## src/rtl/breakout_pkg.sv

```systemverilog
// Shared Breakout play-field constants, paddle FSM/direction enums and the
// saturating paddle step used by the paddle controller.
package breakout_pkg;

  localparam int unsigned SCREEN_W = 640;
  localparam int unsigned PADDLE_W = 80;
  localparam int unsigned X_W      = 10;
  localparam int unsigned X_MAX    = SCREEN_W - PADDLE_W;
  localparam int unsigned X_INIT   = X_MAX / 2;

  typedef enum logic [1:0] {
    IDLE,
    HOLD,
    REPEAT
  } paddle_state_t;

  typedef enum logic [1:0] {
    DIR_NONE,
    DIR_L,
    DIR_R
  } dir_t;

  // One paddle step toward dir, saturating at both walls; widened by a bit so
  // neither the subtract nor the add can wrap.
  function automatic logic [X_W-1:0] step_x(input logic [X_W-1:0] x,
                                            input dir_t           dir,
                                            input logic [X_W-1:0] step);
    logic [X_W:0] xe;
    logic [X_W:0] se;
    logic [X_W:0] xm;
    logic [X_W:0] r;
    xe = {1'b0, x};
    se = {1'b0, step};
    xm = (X_W+1)'(X_MAX);
    r  = xe;
    case (dir)
      DIR_L:   r = (xe < se) ? '0 : (xe - se);
      DIR_R:   r = (xe > (xm - se)) ? xm : (xe + se);
      default: r = xe;
    endcase
    return r[X_W-1:0];
  endfunction

endpackage

```

## src/rtl/rise_detect.sv

```systemverilog
// Rising-edge detector: remembers last cycle's level, flags a 0->1 change
// combinationally in the cycle the new level is seen.
module rise_detect (
  input  logic clk,
  input  logic rst_n,
  input  logic d,
  output logic rise_c
);

  logic d_q;

  always_ff @(posedge clk or negedge rst_n) begin
    if (!rst_n) d_q <= 1'b0;
    else        d_q <= d;
  end

  assign rise_c = d & ~d_q;

endmodule

```

## src/rtl/paddle_ctrl.sv

```systemverilog
// Breakout paddle controller: press-step, frame-paced auto-repeat, wall
// clamping, recenter and a single-cycle launch request.
module paddle_ctrl
  import breakout_pkg::*;
#(
  parameter int unsigned STEP         = 8,
  parameter int unsigned REPEAT_DELAY = 20,
  parameter int unsigned REPEAT_RATE  = 2
) (
  input  logic           CLK,
  input  logic           RST_N,
  input  logic           btn_left,
  input  logic           btn_right,
  input  logic           btn_launch,
  input  logic           frame_tick,
  input  logic           recenter,
  input  logic           launch_en,
  output logic [X_W-1:0] paddle_x,
  output logic           at_left,
  output logic           at_right,
  output logic           launch_pulse
);

  localparam int unsigned CNT_MAX = (REPEAT_DELAY > REPEAT_RATE) ? REPEAT_DELAY : REPEAT_RATE;
  localparam int unsigned CNT_W   = $clog2(CNT_MAX + 1);

  paddle_state_t  state_q, state_d;
  dir_t           dir_q, dir_c;
  logic [CNT_W-1:0] cnt_q, cnt_d, cnt_inc_c, limit_c;
  logic [X_W-1:0] x_q, x_d;
  logic           armed_q, armed_d;
  logic           launch_pulse_q, launch_pulse_d;
  logic           step_c;
  logic           active_c;
  logic           press_c;
  logic           launch_rise_c;

  always_comb begin
    dir_c = DIR_NONE;
    case ({btn_left, btn_right})
      2'b10:   dir_c = DIR_L;
      2'b01:   dir_c = DIR_R;
      default: dir_c = DIR_NONE;
    endcase
  end

  assign active_c = (dir_c != DIR_NONE);

  rise_detect u_press_rise (
    .clk    (CLK),
    .rst_n  (RST_N),
    .d      (active_c),
    .rise_c (press_c)
  );

  rise_detect u_launch_rise (
    .clk    (CLK),
    .rst_n  (RST_N),
    .d      (btn_launch),
    .rise_c (launch_rise_c)
  );

  assign cnt_inc_c = cnt_q + CNT_W'(1);
  assign limit_c   = (state_q == HOLD) ? CNT_W'(REPEAT_DELAY) : CNT_W'(REPEAT_RATE);

  // Next state; armed_q records that the buttons have been released since the
  // last reset/recenter, so a button held across either must be re-pressed.
  always_comb begin
    state_d        = state_q;
    cnt_d          = cnt_q;
    x_d            = x_q;
    armed_d        = armed_q | ~active_c;
    step_c         = 1'b0;
    launch_pulse_d = launch_rise_c & launch_en;

    if (recenter) begin
      x_d     = X_W'(X_INIT);
      state_d = IDLE;
      cnt_d   = '0;
      armed_d = 1'b0;
    end else begin
      case (state_q)
        IDLE: begin
          if (press_c && armed_q) begin
            step_c  = 1'b1;
            state_d = HOLD;
            cnt_d   = '0;
          end
        end
        HOLD, REPEAT: begin
          if (!active_c) begin
            state_d = IDLE;
            cnt_d   = '0;
          end else if (dir_c != dir_q) begin
            step_c  = 1'b1;
            state_d = HOLD;
            cnt_d   = '0;
          end else if (frame_tick) begin
            if (cnt_inc_c == limit_c) begin
              step_c  = 1'b1;
              state_d = REPEAT;
              cnt_d   = '0;
            end else begin
              cnt_d = cnt_inc_c;
            end
          end
        end
        default: begin
          state_d = IDLE;
          cnt_d   = '0;
        end
      endcase
      if (step_c) x_d = step_x(x_q, dir_c, X_W'(STEP));
    end
  end

  always_ff @(posedge CLK or negedge RST_N) begin
    if (!RST_N) begin
      state_q        <= IDLE;
      dir_q          <= DIR_NONE;
      cnt_q          <= '0;
      x_q            <= X_W'(X_INIT);
      armed_q        <= 1'b0;
      launch_pulse_q <= 1'b0;
    end else begin
      state_q        <= state_d;
      dir_q          <= dir_c;
      cnt_q          <= cnt_d;
      x_q            <= x_d;
      armed_q        <= armed_d;
      launch_pulse_q <= launch_pulse_d;
    end
  end

  assign paddle_x     = x_q;
  assign at_left      = (x_q == '0);
  assign at_right     = (x_q == X_W'(X_MAX));
  assign launch_pulse = launch_pulse_q;

endmodule

```

## config.mk

```make
export PLATFORM = sky130hd
export DESIGN_NAME = paddle_ctrl
export DESIGN_NICKNAME = d
export VERILOG_FILES = /design/src/rtl/breakout_pkg.sv /design/src/rtl/rise_detect.sv /design/src/rtl/paddle_ctrl.sv
export SDC_FILE = /design/constraint.sdc
export NUM_CORES = 1
export LEC_CHECK = 0
export CAP_MARGIN = 20
export CORE_ASPECT_RATIO = 1.5
export CORE_MARGIN = 1
export CORE_UTILIZATION = 40
export DETAILED_ROUTE_END_ITERATION = 7
export GPL_TIMING_DRIVEN = 0
export HOLD_SLACK_MARGIN = 0.03
export SYNTH_ARGS = -nofsm -noshare
export SYNTH_HDL_FRONTEND = slang
export SYNTH_HIERARCHICAL = 1
export SYNTH_SLANG_ARGS = --single-unit
```

## constraint.sdc

```tcl
create_clock -name CLK -period 5.85 [get_ports CLK]
set_input_delay 1.17 -clock CLK [delete_from_list [all_inputs] [get_ports CLK]]
set_output_delay 1.17 -clock CLK [all_outputs]
set_load 0.01 [all_outputs]
```

==> results of run 1 <==
per-layer routing:
layer  global-route usage [%]  share of wire (%)  vias up  wire length, microns
met1                     21.7                 38      769                  1690
li1                         -                  -      763                     -
met2                     41.8                 56       46                  2500
met5                        0                  0        -                     0
met3                     1.87                2.8       12                   126
met4                     10.8                3.2        0                   142
per-stage QoR:
step	cell area (sq um)	hold slack, ns
2_1_floorplan	1720	0.490
3_3_place_gp	1950	0.522
3_5_place_dp	1950	0.529
4_1_cts	2000	0.552
5_1_grt	2000	0.579
6_report	2000	0.543
how the worst max path moves through the flow:
stage / start / endpoint
2_1_floorplan: btn_left / paddle_x[9]
3_3_place_gp: btn_left / paddle_x[6]
3_5_place_dp: btn_left / paddle_x[6]
4_1_cts: btn_left / paddle_x[6]
5_1_grt: btn_left / paddle_x[6]
6_report: btn_left / paddle_x[6]
synthesized netlist by cell type, types with 4 or more instances:
master / count / area [sq um]
mux2i_1: 4 / 40.0
buf_4: 4 / 30.0
o2111ai_1: 5 / 43.8
nor2b_1: 4 / 25.0
inv_1: 13 / 48.8
ha_1: 8 / 100
and3_1: 5 / 31.3
o21ai_0: 7 / 35.0
dfrtp_1: 17 / 425
a21oi_1: 9 / 45.0
clkbuf_1: 8 / 30.0
nand2_1: 15 / 56.3
nand3_1: 9 / 45.0
o211ai_1: 5 / 37.5
nor2_1: 6 / 22.5
critical path: stages:
cell and delay, ns:
clkdlybuf4s50_1 0.48, inv_1 0.05, ha_1 0.32, nor2b_1 0.35, a21boi_1 0.42, o21ai_1 0.17
o21a_4 0.18, o41ai_2 0.38
kinds of logic after synthesis:
kind of cell	after synthesis	share of synthesized area, %
AO/OA/AOI/OAI	55	24.7
other	1	0.219
flip-flops	20	29.4
adder cells (fa/ha/maj)	8	5.84
AND/OR/NAND/NOR	68	23.2
multiplexers	9	6.50
XOR/XNOR	5	3.00
buffers and inverters	28	7.16
sequential cells by signal (all words and copies together), names as in the netlist:
register and cells:
armed_q 1, cnt_q 5, dir_q 2, launch_pulse 1, paddle_x 7, state_q 2, u_launch_rise/d_q 1, u_press_rise/d_q 1
where the power goes:
group	switching (mW)	total (mW)	internal [mW]	leakage [nW]
Sequential	0.00694	0.153	0.146	0.260
Clock	0.0464	0.106	0.0599	0.0288
Combinational	0.0559	0.0994	0.0434	0.554
Total	0.109	0.358	0.249	0.842
layout make-up:
class	count	share of cell area, %
buffer	14	3.50
timing repair buffer	17	8.50
multi-input combinational	148	54.6
inverter	14	2.63
tap	45	2.81
clock buffer	4	2.75
sequential	20	25.2
==> results.md, run 1 <==
* Clock latency on the worst-skew pair at 0.26 ns
* Yosys warnings at 6
* CP Launch Type: primary input
* N_diodes at 0
* Area Growth Syn to Fin at 16.9%
* Initial antenna violation count at 0
* Post-Syn Instances at 194
* Flops & latches, synth at 20
* Critical setup path kind: primary input to flop
* Post-layout nets at 234
* Worst-path clk slew at 0.07 ns
* Drt via density at 6.07
* Worst Setup End Kind: flop
* Core area at 0.00403 sq mm
* Global-route usage over all layers at 20.9%
* Gr ovfl total at 0
* Final Max Slew Viols at 0
* Worst R2R Path Depth at 6
* Detailed Place HPWL at 3.52 mm
* Max Clock Freq at 296 MHz
* TritonCTS buffer count at 3
* Starting Density at 42.5%
* RR Startpoint: cnt_q[0]
* Hold path start: cnt_q[4]
* Die Y at 82.1 microns
* Largest net degree at the start of global routing at 21
* Vias in the first global route at 1,618
* Maximum vdd drop at 0.111 mV
* Final Hold Viols at 0
* Mapped Avg Cell Area at 8.83 sq um
* Worst R2R Setup Slack at 3.45 ns
* FF/Latch Area at 504 sq um
* Post-Syn Area at 0.00171 sq mm
* CP arrival at 3.51 ns
* Avg WL per Cell at 17.0 microns
* Share of cells above drive strength 1 at 15.2%
* DR iter-0 viols at 92
* Commonest non-fill, non-tap cells in the layout: dfrtp_1 (17), clkdlybuf4s50_1 (17), nand2_1 (15)
* Total Power at 0.358 mW
* Worst Hold End: cnt_q[4]
* DRT Wirelength at 4.46 mm
* CP max FO at 7
* Postcts setup bufs at 0
* Post-route antenna net violation count at 0
* Rel. slew slack at 37.5%
* Worst-Margin Slew at 0.934 ns
* Root Driver: clkbuf_8
* Post-synth EDFFs at 0
* Rows at 28
* Setup_tns at 0 ns
* Worst r2r dst: paddle_x[6]
* # IOs at 21
* Ys async rst share at 100%
* CTS Hold Bufs at 0
* Status: completed
* Worst EP required at 5.98 ns
* Longest Clk Path Bufs at 2
* Non-Filler Instances at 262
* Seq/Total Area, Yosys at 29.4%
* Yosys cell types at 65
* Multi-input gate area at 0.00109 sq mm
* Hold WC Path Type: flop to flop
* # setup viols final at 0
* Input/output buffers at 17
* Unrepaired setup endpoints after global routing: false
* Routability cong. at 0.917
* Final clock skew at 0.0122 ns
* FILL cells at 393
* Post-CTS sizing at 0
* Setup WS pre-CTS at 2.22 ns
* Die Wd at 55.4 microns
* CTS tree: built
* H-tree lvl count at 1
* Final period utilization at 57.8%
* Leakage at 0.842 nW
* Hold path depth at 2
* DRT Pass-1 Iters at 5
* Full die area at 0.00455 sq mm
* Total number of vias at 1,590
* Max-capacitance violation count at 0
* First-pass GRT wire length at 7.56 mm
* Top FF cell, synth: dfrtp_1
* Final Core Density at 49.7%
* Drt drc at 0
* Final WS setup at 2.47 ns
* Fin crit period at 3.38 ns
* Dpl cells at 258
* Pwr/cell area at 179 mW/mm^2
* Clk sinks at 20
Note: power is estimated with default switching activity, not from simulation.
==> run 2, diff against run 1 <==
==> constraint.sdc (replaced) <==
create_clock -name CLK -period 3.52 [get_ports CLK]
set_input_delay 0.704 -clock CLK [delete_from_list [all_inputs] [get_ports CLK]]
set_output_delay 0.704 -clock CLK [all_outputs]
set_load 0.01 [all_outputs]
==> results of run 2 <==
Same layout as run 1 (identical final DEF). Status: completed.
Among the figures that moved: setup slack after placement 2.22 ns -> 0.351 ns; setup slack after layout 2.47 ns -> 0.603 ns; register-to-register setup slack 3.45 ns -> 1.12 ns; total power 0.358 mW -> 0.596 mW; worst IR drop on VDD 0.111 mV -> 0.184 mV
==> RTL change 1, RTL diff (settings of run 2) <==
Register the input `frame_tick` before use, with the module's reset. The logic sees it one clock later. The other inputs are not delayed to match.
--- a/src/rtl/paddle_ctrl.sv
+++ b/src/rtl/paddle_ctrl.sv
@@ -25,2 +25,12 @@
   localparam int unsigned CNT_W   = $clog2(CNT_MAX + 1);
+
+  logic frame_tick_q;
+
+  always_ff @(posedge CLK or negedge RST_N) begin
+    if (!RST_N) begin
+      frame_tick_q <= '0;
+    end else begin
+      frame_tick_q <= frame_tick;
+    end
+  end
 
@@ -97,3 +107,3 @@
             cnt_d   = '0;
-          end else if (frame_tick) begin
+          end else if (frame_tick_q) begin
             if (cnt_inc_c == limit_c) begin
Formal check against the unedited RTL: no difference found for any inputs over 10 cycles, from zero or initial values and one cycle with RST_N low; that may be too few to reach the edited logic, so the function may still have changed.
==> RTL change 1 against run 2 <==
- via count is 13% lower
- area after synthesis shrank 8.3%
- cell count fell by 8.4%
- core utilization is 0.24 points higher
- power increased by 16%
- first-iteration DRC count decreased by 66%
- highest routed layer unchanged
- design area shrank 7.3%
- wire length fell by 19%
- sequential cell count rose by 1
- worst setup slack got worse by 0.056 ns
==> RTL change 1: results (changes against run 2) <==
| Metric | Value |
|---|---|
| Status | finished, final reports clean (unchanged) |
| Primary FF master, synth | dfrtp_1 (unchanged) |
| Worst-Margin Slew | 0.521 ns (was 0.934 ns) |
| Slowest CP cell | or4_1 (was clkdlybuf4s50_1) |
| Area after DPL | 1790 um^2 (was 1950 um^2) |
| Dpl ws | 0.389 ns (was 0.351 ns) |
| Htree depth | 1 (unchanged) |
| Tot GR Track Use | 0.205 (was 0.209) |
| Warnings, synthesis | 6 (unchanged) |
| Top cells by area, synth | dfrtp_1 29%, ha_1 6.4%, dfstp_2 5.0% (was dfrtp_1 25%, ha_1 5.8%, dfstp_2 4.6%) |
| Nets | 214 (was 234) |
| Initial DRC count | 31 (was 92) |
| CTS root buf | clkbuf_8 (unchanged) |
| Synth cell count leaders | 18 x dfrtp_1, 15 x inv_1, 11 x nor2_1 (was 17 x dfrtp_1, 15 x nand2_1, 13 x inv_1, 9 x a21oi_1, 9 x nand3_1) |
| Via/cell ratio | 5.78 (was 6.07) |
| Vias in the first global route | 1,450 (was 1,618) |
| Pre-antenna DRT Iters | 4 (was 5) |
| Clk buf depth | 2 (unchanged) |
| Register area share after synthesis | 0.337 (was 0.294) |
| Final Skew | 0.00828 ns (was 0.0122 ns) |
| Buffers on Ports | 16 (was 17) |
| PostCTS Resize Cnt | 0 (unchanged) |
| CP max FO | 10 (was 7) |
| # Post-CTS Setup Buffers | 0 (unchanged) |
| Share of layout cells above drive strength 1 | 0.132 (was 0.152) |
| N_diodes | 0 (unchanged) |
| Num CTS Buffers | 3 (unchanged) |
| Worst path arrival time | 2.27 ns (was 3.05 ns) |
| Fillers | 372 (was 393) |
| Routed len/inst | 15.1 um (was 17.0 um) |
| Max reg flops | 7 (unchanged) |
| Leakage power | 0.779 nW (was 0.842 nW) |
| Max VDD drop | 213 uV (was 184 uV) |
| Max incr delay on CP | 0.59 ns (was 0.48 ns) |
| Largest net degree at the start of global routing | 22 (was 21) |
| Post-DP HPWL | 2830 um (was 3520 um) |
| First-pass GRT wire length | 6430 um (was 7560 um) |
| Netlist cell types | 59 (was 65) |
| Placer congestion estimate | 0.890 (was 0.917) |
| Mapped Cells | 174 (was 194) |
| Initial antenna violation count | 0 (unchanged) |
| Fin cells | 240 (was 262) |
[RTL change 1: cell count changes after synthesis, moves of 4 or more]
cell	delta
o2111ai_1	-4
nand2_1	-5
a21oi_1	-4
nor2_1	+5
[RTL change 1: metrics by stage]
step                total power (W)  utilization
CTS                        0.000693        0.495
floorplan                  0.000455            -
global route               0.000739        0.499
global placement           0.000523        0.482
finish                     0.000690        0.499
detailed placement         0.000529        0.482
[RTL change 1: report_power, final]
| group | switching (W) | internal [W] |
|---|---|---|
| clock | 0.0000824 | 0.0000799 |
| sequential | 0.0000230 | 0.000266 |
| combinational | 0.000129 | 0.000110 |
[RTL change 1: cells by family after synthesis]
family | count (synthesis) | synth area share
xor gates and xnor gates | 6 | 0.0335
buffers and inverters | 25 | 0.0741
adders and majority gates | 8 | 0.0637
other | 1 | 0.00239
and+or+nand+nor | 62 | 0.222
DFF | 21 | 0.337
AOI/OAI and AO/OA | 48 | 0.247
muxes | 3 | 0.0207
[RTL change 1: layer usage]
layer / part of all wire / GRT usage / wire, um
met1: 0.41 / 0.219 / 1500
met2: 0.54 / 0.371 / 1950
met3: 0.020 / 0.0211 / 72
met4: 0.031 / 0.116 / 111
met5: 0 / 0 / 0
[RTL change 1: worst max-delay path, delay by kind of cell, from the launching register on]
family	cells	cell delay, ns
simple gates	2	0.82
flops	1	0.39
buf+inv	2	0.80
[RTL change 1: final timing paths]
kind / cells past startpoint / slack, ns / endpoint / from
worst max-delay path: 4 / 0.55 / at_left / paddle_x[7]
worst min-delay path: 1 / 0.53 / state_q[1] / state_q[1]
worst max register to register: 6 / 1.24 / state_q[1] / cnt_q[0]
worst min register to register: 1 / 0.53 / state_q[1] / state_q[1]
max in group asynchronous: 2 / 2.47 / paddle_x[4] / RST_N
min in group asynchronous: 1 / 0.61 / u_launch_rise/d_q / RST_N
[RTL change 1: layout make-up]
type	instances	area share
tap	43	0.0290
inverter	15	0.0303
clock inverter	1	0.00405
multi-input combinational	130	0.502
buffer	10	0.0324
timing repair buffer	17	0.0944
clock buffer	3	0.0223
sequential	21	0.285
==> RTL change 2, RTL diff (settings of run 2) <==
Made on the original files. Set the parameter `REPEAT_RATE` to 4 (it was 2).
--- a/src/rtl/paddle_ctrl.sv
+++ b/src/rtl/paddle_ctrl.sv
@@ -7,3 +7,3 @@
   parameter int unsigned REPEAT_DELAY = 20,
-  parameter int unsigned REPEAT_RATE  = 2
+  parameter int unsigned REPEAT_RATE  = 4
 ) (
Behaviour: same outputs for any inputs over 10 cycles, from zero or initial values and one cycle with RST_N low; that may be too few to reach the edited logic, so the function may still have changed.
==> RTL change 2 against run 2 <==
- power is 11% higher
- clock skew is 0.0025 ns lower
- sequential cell count stayed put
- synthesized cell count is 15% lower
- wire length is 21% lower
- non-clock buffer count is 3 lower
- via count is 15% lower
- cell count is 13% lower
- design area is 13% lower
- area after synthesis is 14% lower
- first-iteration DRC count is 46% lower
- worst setup slack better by 0.033 ns
- fmax is 1.1% higher
- critical endpoint is now at_right
- highest routed layer unchanged
==> RTL change 2: results (changes against run 2) <==
| Metric | Value |
|---|---|
| Pre-antenna DRT Iters | 4 (was 5) |
| Share of layout cells above drive strength 1 | 0.0802 (was 0.152) |
| Status | finished, final reports clean (unchanged) |
| First-pass GRT wire length | 6180 um (was 7560 um) |
| Max VDD drop | 269 uV (was 184 uV) |
| Placer congestion estimate | 0.922 (was 0.917) |
| Relative slew slack | 0.414 (was 0.375) |
| Synth cell count leaders | 17 x dfrtp_1, 15 x nor2_1, 9 x clkbuf_1, 9 x inv_1 (was 17 x dfrtp_1, 15 x nand2_1, 13 x inv_1, 9 x a21oi_1, 9 x nand3_1) |
| Register area share after synthesis | 0.342 (was 0.294) |
| Area after DPL | 1700 um^2 (was 1950 um^2) |
| Critical R2R Launch | state_q[0] (was cnt_q[0]) |
| Post-DP HPWL | 2740 um (was 3520 um) |
| Buffers on Ports | 16 (was 17) |
| Wirelength, routed | 3500 um (was 4460 um) |
| Nets | 204 (was 234) |
| Worst setup path start | paddle_x[6] (was btn_left) |
| Final Slew Violations | 0 (unchanged) |
| Leakage power | 0.722 nW (was 0.842 nW) |
| CP max FO | 10 (was 7) |
| Netlist cell types | 51 (was 65) |
| Worst path arrival time | 2.18 ns (was 3.05 ns) |
| Num CTS Buffers | 3 (unchanged) |
| Hold Startpoint | armed_q (was cnt_q[4]) |
| Tot GR Track Use | 0.204 (was 0.209) |
| Via/cell ratio | 5.93 (was 6.07) |
| Vias in the first global route | 1,419 (was 1,618) |
| Worst min-delay path class | register to register (unchanged) |
| Final Skew | 0.00978 ns (was 0.0122 ns) |
RTL change 2: cell count changes after synthesis, moves of 4 or more:
cell / change
nand3_1: -7
nand2_1: -7
inv_1: -4
nand2b_1: +4
o211ai_1: -4
nor2_1: +9
RTL change 2: cell type report:
cell class | count | area [um^2]
flip-flops and latches | 20 | 504
multi-input cells | 126 | 888
well taps | 42 | 52.6
repair buffers | 16 | 160
inverters | 9 | 33.8
clock buffers | 4 | 45.0
fillers | 349 | 1710
plain buffers | 12 | 56.3
RTL change 2: stage by stage:
stage / cells / setup slack (ns) / power, W / hold slack, ns
2_1_floorplan: 167 / 1.22 / 0.000436 / 0.408
3_3_place_gp: 225 / 0.466 / 0.000498 / 0.521
3_5_place_dp: 225 / 0.382 / 0.000506 / 0.530
4_1_cts: 229 / 0.628 / 0.000661 / 0.547
5_1_grt: 229 / 0.415 / 0.000705 / 0.565
6_report: 229 / 0.635 / 0.000659 / 0.545
RTL change 2: per-layer routing:
layer	vias to the layer above	GRT usage	routed length, um
met3	11	0.0140	77
met4	0	0.119	107
li1	654	-	-
met5	-	0	0
met1	660	0.219	1370
met2	33	0.371	1950
RTL change 2: kinds of logic after synthesis:
group,share of synthesized area
muxes,0.0280
and+or+nand+nor,0.240
xor gates and xnor gates,0.0297
other,0.00254
adders and majority gates,0.0679
buffers and inverters,0.0611
AOI/OAI and AO/OA,0.229
DFF,0.342
RTL change 2: worst paths after layout:
check	to	slack [ns]
setup / recovery	at_right	0.64
hold / removal	armed_q	0.54
setup reg to reg	state_q[0]	1.36
hold reg to reg	armed_q	0.54
max in group asynchronous	paddle_x[6]	2.04
min in group asynchronous	paddle_x[5]	0.93
RTL change 2: report_power, final:
part	total, W	leakage (nW)	internal, W	switching (W)
clock	0.000154	0.0228	0.0000806	0.0000738
combinational	0.000238	0.441	0.000101	0.000136
sequential	0.000267	0.258	0.000250	0.0000164
RTL change 2: critical path, stage by stage, from the launching register on:
cell and delay, ns:
dfrtp_1 0.44, clkbuf_1 0.24, nor4_1 0.50, and3_1 0.23, clkdlybuf4s50_1 0.52
